<file path="src/rtl/addr_stream_reader.sv">
// Streams SRAM reads at addresses supplied by an upstream address generator
// into a small output FIFO, issuing reads only while buffer credit remains.
module addr_stream_reader #(
  parameter int DATA_WIDTH = 16,
  parameter int FIFO_DEPTH = 4
) (
  input  logic                  clk,
  input  logic                  rst_n,
  input  logic                  start,
  input  logic [15:0]           total_count,
  output logic                  step,
  input  logic [15:0]           addr_in,
  output logic                  mem_ren,
  output logic [15:0]           mem_raddr,
  input  logic [DATA_WIDTH-1:0] mem_rdata,
  output logic                  out_valid,
  input  logic                  out_ready,
  output logic [DATA_WIDTH-1:0] out_data,
  output logic                  busy,
  output logic                  done
);

  localparam int PTR_W = $clog2(FIFO_DEPTH);
  localparam int CNT_W = PTR_W + 1;
  localparam logic [CNT_W:0] DEPTH_C = (CNT_W + 1)'(FIFO_DEPTH);

  typedef enum logic [1:0] {IDLE, RUN, DRAIN} state_t;

  state_t                state, state_nxt;
  logic [15:0]           issued, total;
  logic                  inflight;
  logic                  zero_done;
  logic [PTR_W-1:0]      wr_ptr, rd_ptr;
  logic [CNT_W-1:0]      fifo_count;
  logic [DATA_WIDTH-1:0] fifo_mem [FIFO_DEPTH];
  logic                  push, pop, credit_ok, accept;

  // Credit counts the word still in flight but deliberately ignores a same-cycle pop.
  assign credit_ok = ({1'b0, fifo_count} + {{CNT_W{1'b0}}, inflight}) < DEPTH_C;
  assign accept    = (state == IDLE) && start && (total_count != 16'd0);

  always_comb begin
    state_nxt = state;
    step      = 1'b0;
    done      = zero_done;
    case (state)
      IDLE: begin
        if (accept) state_nxt = RUN;
      end
      RUN: begin
        step = (issued < total) && credit_ok;
        if (step && (issued + 16'd1 == total)) state_nxt = DRAIN;
      end
      DRAIN: begin
        if (!inflight && (fifo_count == '0)) begin
          state_nxt = IDLE;
          done      = 1'b1;
        end
      end
      default: state_nxt = IDLE;
    endcase
  end

  assign mem_ren   = step;
  assign mem_raddr = addr_in;
  assign busy      = (state != IDLE);
  assign out_valid = (fifo_count != '0);
  assign out_data  = fifo_mem[rd_ptr];
  assign push      = inflight;
  assign pop       = out_valid && out_ready;

  always_ff @(posedge clk or negedge rst_n) begin
    if (!rst_n) begin
      state      <= IDLE;
      issued     <= '0;
      total      <= '0;
      inflight   <= 1'b0;
      zero_done  <= 1'b0;
      wr_ptr     <= '0;
      rd_ptr     <= '0;
      fifo_count <= '0;
    end else begin
      state     <= state_nxt;
      inflight  <= mem_ren;
      zero_done <= (state == IDLE) && start && (total_count == 16'd0);
      if (accept) begin
        issued <= '0;
        total  <= total_count;
      end else if (step) begin
        issued <= issued + 16'd1;
      end
      if (push) wr_ptr <= wr_ptr + 1'b1;
      if (pop)  rd_ptr <= rd_ptr + 1'b1;
      case ({push, pop})
        2'b10:   fifo_count <= fifo_count + 1'b1;
        2'b01:   fifo_count <= fifo_count - 1'b1;
        default: fifo_count <= fifo_count;
      endcase
    end
  end

  // Read-data stage: buffer storage carries no reset, only the pointers do.
  always_ff @(posedge clk) begin
    if (push) fifo_mem[wr_ptr] <= mem_rdata;
  end

endmodule

</file>
<file path="config.mk">
export PLATFORM = sky130hd
export DESIGN_NAME = addr_stream_reader
export DESIGN_NICKNAME = d
export VERILOG_FILES = /design/src/rtl/addr_stream_reader.sv
export SDC_FILE = /design/constraint.sdc
export NUM_CORES = 1
export LEC_CHECK = 0
export BUFFER_PORTS_ARGS = -buffer_cell sky130_fd_sc_hd__buf_4
export CORE_ASPECT_RATIO = 1.4
export CORE_MARGIN = 2
export CORE_UTILIZATION = 51
export CTS_CLUSTER_SIZE = 20
export DETAILED_ROUTE_END_ITERATION = 10
export PLACE_DENSITY = 0.8
export REMOVE_ABC_BUFFERS = 1
export SYNTH_ARGS = -nofsm -noshare
export SYNTH_HDL_FRONTEND = slang
export SYNTH_SLANG_ARGS = --single-unit
</file>
<file path="constraint.sdc">
create_clock -name clk -period 3 [get_ports clk]
set_input_delay 0.9 -clock clk [delete_from_list [all_inputs] [get_ports clk]]
set_output_delay 0.9 -clock clk [all_outputs]
set_load 0.03 [all_outputs]
</file>
; After elaboration in Yosys (flattened, before gate mapping)
; Memories as Yosys holds them, arrays and structs flattened.
; Cells that the tools add are included.
; W data, S select, Z words.
[totals]
out_inout_bits = 37
regBits = 43
mem_count = 1
word_cells = 54
inputBits = 52
ram_bits = 64
[memory_table]
columns = memory, depth, word_bits, read_ports, rd_ports_with_merged_regs, wr, line_no
row1 = fifo_mem, 4, 16, 1, 0, 1, 35  ; logic [DATA_WIDTH-1:0] fifo_mem [FIFO_DEPTH];
[op_classes]
mux = 12
n_lt_le_gt_ge = 2
n_reduce_logical = 17
add_sub_neg = 6
n_eq_ne = 8
[ops]
columns = op, count
row1 = $mux W16, 2
row2 = $add A16 B1 Y16 const B, 1
row3 = $eq A16 B16 Y1, 1
row4 = $logic_not A16 Y1, 1
row5 = $lt A16 B16 Y1, 1
row6 = $reduce_bool A16 Y1, 1
row7 = $logic_and A1 B1 Y1, 7
row8 = $mux W2, 3
row9 = $ne A2 B2 Y1 const B, 3
row10 = $pmux W2 S3, 1
row11 = $pmux W3 S2, 1
row12 = $reduce_bool A2 Y1, 3
row13 = $mux W1, 5
row14 = $add A2 B1 Y2 const B, 2
row15 = $add A3 B1 Y4, 1
row16 = $eq A2 B1 Y1 const B, 2
row17 = $eq A2 B2 Y1 const B, 2
row18 = $lt A4 B3 Y1 const B, 1
row19 = $add A3 B1 Y3 const B, 1
row20 = $logic_not A3 Y1, 1
row21 = $reduce_and A3 Y1, 1
row22 = $reduce_bool A3 Y1, 1
row23 = $sub A3 B1 Y3 const B, 1
row24 = $logic_not A2 Y1, 1
row25 = $logic_not A1 Y1, 1

; Longest topological paths before layout
; Gate-level depths: netlist of run 1.
[depth]
ltp_word = 6
mapped_depth = 10
mapped_depth_nobuf = 8

; Worst setup path before layout of run 1
; No wires, ideal clock.
[synth_timing]
path_kind = reg-to-output
startpoint = register total[9]
endpoint = output port step
n_path_buf = 3
required_ps = 2100
t_arrival_ps = 2279
setup_slack_ps = -179
stages_incl_launch_ff = 11
cell_sequence = dfrtp_1 > inv_1 > ha_1 > a211o_1 > a21oi_1 > nand2_1 > o21a_1 > clkbuf_1 > nor2_1 > buf_2 > buf_4
[synth_between]
elab_chain_len = 3
[synth_rtl]
columns = element, line_no
row1 = from (decl), 30  ; logic [15:0] issued, total;
row2 = from (signal assigned), 88  ; total <= total_count;
row3 = $lt A16 B16 Y1, 51  ; step = (issued < total) && credit_ok;
row4 = $logic_and A1 B1 Y1, 51
row5 = $mux W1, 46  ; case (state)
row6 = to (decl), 11  ; output logic step,
; Every way passes these cells.

; Worst setup path in the final report of run 1
[layout_timing]
startpoint = register total[9]
endpoint = output port mem_ren
[layout_between]
elab_chain_len = 3
[layout_rtl]
columns = element, line_no
row1 = $lt A16 B16 Y1, 51
row2 = $logic_and A1 B1 Y1, 51
row3 = $mux W1, 46
row4 = to (decl), 13  ; output logic mem_ren,
; Every way passes these cells.

==> flow_metrics.env, run 1 <==
export IMPL_status="finished with violations"
export IMPL_violations="setup timing"
export IMPL_cts_max_path_buffers=2
export IMPL_worst_slew_pin_slew_ns=0.834
export IMPL_syn_inst=439
export IMPL_path_clk_slew_ns=0.07
export IMPL_synthesis_area_sq_um=5390
export IMPL_syn_area_per_cell_sq_um=12.3
export IMPL_yosys_warnings=0
export IMPL_diodes=0
export IMPL_vdd_drop_max_mv=0.662
export IMPL_regArea_sq_um=3000
export IMPL_crit_start="total[9]$_DFFE_PN0P_"
export IMPL_pre_cts_ws_ns=0.142
export IMPL_grt_pass1_vias=3882
export IMPL_yosys_area_top_type="edfxtp_1"
export IMPL_cp_endpoint="mem_ren"
export IMPL_root_buffer="clkbuf_16"
export IMPL_relSlewSlack_pct=44.4
export IMPL_overflow=0
export IMPL_vias_per_cell=5.78
export IMPL_dr_pass1_iters=4
export IMPL_clock_latency_ns=0.35
export IMPL_finalCritPeriodShare_pct=102
export IMPL_grt_start_max_net_pins=44
export IMPL_rsz0062_at_grt="true"
export IMPL_rr_endpoint="state[0]$_DFFE_PN0P_"
export IMPL_place_gp_congestion=0.890
export IMPL_hold_path_class="reg2reg"
export IMPL_die_w_um=90.8
export IMPL_yosys_cell_count_top_type="edfxtp_1"
export IMPL_remaining_drc_errors=0
export IMPL_ys_async_sr_fraction_pct=40.2
export IMPL_core_area_sq_um=10300
export IMPL_finClkSkew_ns=0.00661
export IMPL_fp_dieArea_sq_um=11400
export IMPL_path_max_fanout=3
export IMPL_critPathKind="reg2out"
export IMPL_critPathLaunchType="register"
export IMPL_yosys_register_bits=107
export IMPL_synthFlopType="edfxtp_1"
export IMPL_worstSetupEndpointType="output pin"
export IMPL_fin_cells=640
export IMPL_grt_pass1_wl_mm=19.2
export IMPL_area_delta_synth_final_pct=17.9
export IMPL_cap_violations=0
export IMPL_slew_violations=0
export IMPL_period_needed_ns=3.05
export IMPL_fillCellCount=844
export IMPL_setup_slack_ns=-0.0463
export IMPL_wl_per_cell_um=18.2
export IMPL_finalSetupViolCount=2
export IMPL_routed_wl_mm=11.7
export IMPL_fin_nets=572
export IMPL_p_leak_nw=2.60
export IMPL_synth_top_area_share_pct=35.7
export IMPL_antenna_found_initial=0
export IMPL_drive_gt1_share_pct=27.1
export IMPL_drtIter0Drc=188
export IMPL_hold_viol_final=0
export IMPL_synth_area_leaders="edfxtp_1 36%, dfrtp_1 20%, mux4_2 6.7%"
export IMPL_ios=89
export IMPL_port_buffers=56
export IMPL_start_util_pct=52.0
export IMPL_detail_route_antenna_nets=0
export IMPL_netlist_top_cells_count="64 x edfxtp_1, 43 x dfrtp_1, 41 x nand2_1, 28 x inv_1, 26 x o21ai_0"
export IMPL_regToRegSetupSlack_ns=0.32
export IMPL_postCtsHoldBufs=0
export IMPL_place_inst=616
export IMPL_multiInputGateArea_sq_um=2090
export IMPL_arrival_ns=2.15
export IMPL_num_rows=44
export IMPL_synth_edf_count=64
export IMPL_cp_data_required_time_ns=2.10
export IMPL_pwr_density_cell_nw_per_um2=897
export IMPL_fmax_ghz=0.328
export IMPL_grt_usage_pct=21.9
export IMPL_ys_types=54
export IMPL_hpwl_mm=8.33
export IMPL_reg2reg_depth=7
export IMPL_clock_sinks=107
export IMPL_htree_levels=3
export IMPL_r2r_start="issued[1]$_DFFE_PN0P_"
export IMPL_die_h_um=126
export IMPL_tritoncts="built"
export IMPL_num_vias=3699
export IMPL_ys_seq_area_share_pct=55.7
export IMPL_numCtsBuffers=9
==> routing by layer <==
layer	GRT usage, %	routed length (um)	vias to the layer above
met1	24.0	4260	1778
li1	-	-	1716
met4	12.8	596	0
met3	5.18	635	42
met5	0	0	-
met2	38.3	6180	163
==> worst max-delay path: stages (launching register included) <==
cell and delay, ns:
dfrtp_1 0.41, inv_2 0.09, ha_4 0.20, a211o_1 0.26
a21oi_2 0.21, nand2_1 0.09, o21a_1 0.24, nor2_4 0.16
buf_6 0.15
==> power breakdown <==
part	total [W]	switching [W]	internal, W
Sequential	0.00210	0.000160	0.00194
Clock	0.00129	0.000548	0.000746
Combinational	0.00230	0.00135	0.000957
Total	0.00570	0.00206	0.00364
==> final cells by class <==
| type | count | area share [%] |
|---|---|---|
| Timing Repair Buffer | 86 | 10.3 |
| Tap cell | 138 | 2.72 |
| Multi-Input combinational cell | 265 | 32.9 |
| Sequential cell | 107 | 47.2 |
| Inverter | 28 | 1.66 |
| Clock inverter | 7 | 1.68 |
| Clock buffer | 9 | 3.55 |
==> repair_timing <==
| item | CTS | global route |
|---|---|---|
| buffers inserted | 4 | 4 |
| gates resized for setup | 9 | 4 |
| pin swaps | 2 | 4 |
| setup endpoints to repair | 2 | 2 |
==> sequential cells by signal (all words and copies together) (netlist names) <==
signal / flops
fifo_mem: 64
issued: 16
total: 16
fifo_count: 3
rd_ptr: 2
state: 2
wr_ptr: 2
inflight: 1
zero_done: 1
==> how the worst min path moves through the flow <==
stage / from / end / slack (ns) / cells past startpoint
6_report: rd_ptr[1]$_DFFE_PN0P_ / rd_ptr[1]$_DFFE_PN0P_ / 0.49 / 1
5_1_grt: rd_ptr[1]$_DFFE_PN0P_ / rd_ptr[1]$_DFFE_PN0P_ / 0.52 / 1
4_1_cts: rd_ptr[1]$_DFFE_PN0P_ / rd_ptr[1]$_DFFE_PN0P_ / 0.49 / 1
3_5_place_dp: total[0]$_DFFE_PN0P_ / total[0]$_DFFE_PN0P_ / 0.48 / 2
3_3_place_gp: rd_ptr[1]$_DFFE_PN0P_ / rd_ptr[1]$_DFFE_PN0P_ / 0.46 / 1
2_1_floorplan: total[0]$_DFFE_PN0P_ / total[0]$_DFFE_PN0P_ / 0.45 / 2
==> metrics by stage <==
stage,hold WS [ns],TNS [ns],instance area (sq um),utilization [%],total power [W]
after floorplan,0.450,-5.50,5160,-,0.00356
after global routing,0.520,-0.333,6350,61.3,0.00603
after detailed placement,0.477,0,5920,57.2,0.00436
final,0.488,-0.0917,6350,61.3,0.00570
after global placement,0.460,0,5920,57.2,0.00425
after CTS,0.494,0,6310,61.0,0.00572
==> cell families (layout without fill, tap and decap cells) <==
| logic type | Yosys count | after routing | synth area share (%) |
|---|---|---|---|
| adders and majority gates | 23 | 23 | 5.48 |
| AOI/OAI and AO/OA | 67 | 67 | 8.50 |
| muxes | 18 | 18 | 7.09 |
| xor gates and xnor gates | 29 | 29 | 4.72 |
| DFF | 107 | 107 | 55.7 |
| and+or+nand+nor | 128 | 128 | 12.4 |
| buffers and inverters | 67 | 130 | 6.13 |
==> cells in the final DEF (no fill, tap or decap), drive strengths merged, types with 2 or more instances in the layout <==
cell	instances
a211o	4
a21o	2
a21oi	9
a221o	10
a31oi	2
and2	7
and3	3
and4	2
buf	86
bufinv	2
clkbuf	9
clkinvlp	2
dfrtp	43
edfxtp	64
ha	22
inv	31
mux4	16
nand2	41
nand3	10
nand4	7
nor2	16
nor2b	3
nor3	14
nor3b	2
nor4	12
nor4b	3
o21a	3
o21ai	26
o31ai	2
or3	4
or4	2
xnor2	15
xor2	14
Note: power is estimated with default switching activity, not from simulation.
==> run 2, diff against run 1 <==
Settings changed: BUFFER_PORTS_ARGS -buffer_cell sky130_fd_sc_hd__buf_4 to default, CORE_UTILIZATION 51 to 55, DONT_BUFFER_PORTS from default to 1, PLACE_DENSITY 0.8 to 0.77.
==> flow_metrics.env, run 2 (synthesis results as in run 1) <==
export IMPL_status="finished with violations"
export IMPL_violations="setup timing"
export IMPL_slowest_stage="dfrtp_1"
export IMPL_num_vias=3410
export IMPL_ios=89
export IMPL_pre_cts_ws_ns=0.237
export IMPL_p_leak_nw=2.31
export IMPL_arrival_ns=2.15
export IMPL_numCtsBuffers=9
export IMPL_fillCellCount=716
export IMPL_clock_sinks=107
export IMPL_final_common_cell="edfxtp_1"
export IMPL_num_rows=42
export IMPL_slew_violations=0
export IMPL_vdd_drop_max_mv=0.436
export IMPL_fp_dieArea_sq_um=10600
export IMPL_fmax_ghz=0.328
export IMPL_diodes=0
export IMPL_largest_reg_flops=64
export IMPL_pwr_density_cell_nw_per_um2=911
export IMPL_grt_usage_pct=22.0
export IMPL_drtIter0Drc=145
export IMPL_hold_path_class="in2async"
export IMPL_grt_pass1_vias=3540
export IMPL_rsz0062_at_grt="true"
export IMPL_htree_levels=3
export IMPL_hold_viol_final=0
export IMPL_grt_pass1_wl_mm=17.6
export IMPL_wl_per_cell_um=19.1
export IMPL_crit_top_cell="o21a_1"
export IMPL_detail_route_antenna_nets=0
export IMPL_overflow=0
export IMPL_remaining_drc_errors=0
export IMPL_critical_path_top_delay_family="compound AO/OA/AOI/OAI gates"
export IMPL_grt_util_met1_pct=23.6
export IMPL_path_clk_slew_ns=0.07
export IMPL_final_cell_mix="64 x edfxtp_1, 42 x dfrtp_1, 41 x nand2_1"
export IMPL_vias_per_cell=5.96
export IMPL_cap_violations=0
export IMPL_hpwl_mm=7.80
export IMPL_critPathLaunchType="register"
export IMPL_path_max_fanout=7
export IMPL_antenna_found_initial=0
export IMPL_root_buffer="clkbuf_16"
export IMPL_setup_slack_ns=-0.0471
export IMPL_grt_busiest_layer="met2"
export IMPL_start_util_pct=56.6
export IMPL_finalSetupTns_ns=-0.0943
export IMPL_grt_use_met2_pct=38.3
export IMPL_routed_wl_mm=11.0
export IMPL_top_regs="fifo_mem x64, issued x16, total x16"
export IMPL_tritoncts="built"
export IMPL_core_area_sq_um=9510
export IMPL_place_gp_congestion=0.988
export IMPL_worst_slew_pin_slew_ns=0.812
export IMPL_cp_data_required_time_ns=2.10
export IMPL_area_delta_synth_final_pct=9.43
export IMPL_finClkSkew_ns=0.00643
export IMPL_fin_nets=510
export IMPL_period_needed_ns=3.05
export IMPL_critPathKind="reg2out"
export IMPL_finalSetupViolCount=2
export IMPL_crit_chain="inv_2 -> ha_2 -> o21a_1 -> a21oi_2 -> nand2_1 -> o21a_1 -> nor2_4 -> buf_12"
export IMPL_max_stage_delay_ns=0.43
export IMPL_dr_pass1_iters=4
export IMPL_postCtsHoldBufs=0
export IMPL_cts_max_path_buffers=2
export IMPL_drive_gt1_share_pct=17.3
export IMPL_use_met3_pct=6.60
export IMPL_port_buffers=0
export IMPL_grt_start_max_net_pins=44
export IMPL_regMostFlops="fifo_mem"
export IMPL_relSlewSlack_pct=45.9
export IMPL_finalCritPeriodShare_pct=102
export IMPL_critPathBufInv=2
export IMPL_die_w_um=87.6
export IMPL_regToRegSetupSlack_ns=0.35
export IMPL_clock_latency_ns=0.34
export IMPL_die_h_um=121
export IMPL_worstSetupEndpointType="output pin"
==> run 2: cell count changes in the layout (fill, tap and decap cells not counted) <==
cell / delta
clkinvlp_4: -1
buf_4: -61
o21ai_2: +1
buf_6: -2
o21ai_1: -1
buf_12: +1
o41ai_2: +1
o41ai_1: -1
clkinv_4: +1
==> run 2: area by class of cell <==
| class | count | area [sq um] | area share (%) |
|---|---|---|---|
| clock buffers | 9 | 225 | 3.82 |
| repair buffers | 24 | 193 | 3.27 |
| clock inverters | 7 | 108 | 1.83 |
| flip-flops and latches | 107 | 3000 | 50.9 |
| inverters | 28 | 105 | 1.78 |
| multi-input cells | 265 | 2100 | 35.6 |
| well taps | 132 | 165 | 2.80 |
==> run 2: through the flow <==
step                hold WS [ns]  area [sq um]  cells  power, W  utilization (%)
finish                     0.241          5890    572   0.00537             62.0
global route               0.229          5890    572   0.00568             62.0
CTS                        0.232          5850    570   0.00539             61.5
detailed placement         0.472          5490    551   0.00408             57.7
global placement           0.469          5490    551   0.00401             57.7
floorplan                  0.450          5160    400   0.00356                -
==> run 2: final timing paths <==
check                      depth (start not counted)                    end                  start
max in group asynchronous                          0   total[9]$_DFFE_PN0P_                  rst_n
min in group clk                                   2   total[0]$_DFFE_PN0P_   total[0]$_DFFE_PN0P_
setup / recovery                                   8                mem_ren  total[10]$_DFFE_PN0P_
hold reg to reg                                    2   total[0]$_DFFE_PN0P_   total[0]$_DFFE_PN0P_
setup reg to reg                                   7   state[0]$_DFFE_PN0P_  issued[1]$_DFFE_PN0P_
hold / removal                                     0  issued[1]$_DFFE_PN0P_                  rst_n
==> run 2: repair_timing <==
action                                 in CTS  in global routing
pin swaps                                   2                  5
buffers inserted                            3                  2
endpoints found under the hold margin       0                  0
setup endpoints to repair                   2                  2
resized for setup                           4                  7
==> run 2: metal layers <==
layer | vias to the layer above | wire length, um
met2 | 150 | 5620
met3 | 31 | 837
met5 | - | 0
li1 | 1598 | -
met1 | 1631 | 4030
met4 | 0 | 458
==> run 2: power breakdown <==
part | internal, W | switching, W | total, W | leakage [nW]
clock | 0.000748 | 0.000542 | 0.00129 | 0.160
combinational | 0.000727 | 0.00119 | 0.00192 | 1.02
sequential | 0.00194 | 0.000222 | 0.00216 | 1.13
==> run 2: worst reg2reg max path: stages (launching register included) <==
cell,delay (ns)
dfrtp_1,0.47
ha_1,0.29
nand3_1,0.14
or4_2,0.72
xnor2_1,0.15
a2111oi_0,0.34
and4_1,0.29
a31oi_1,0.09
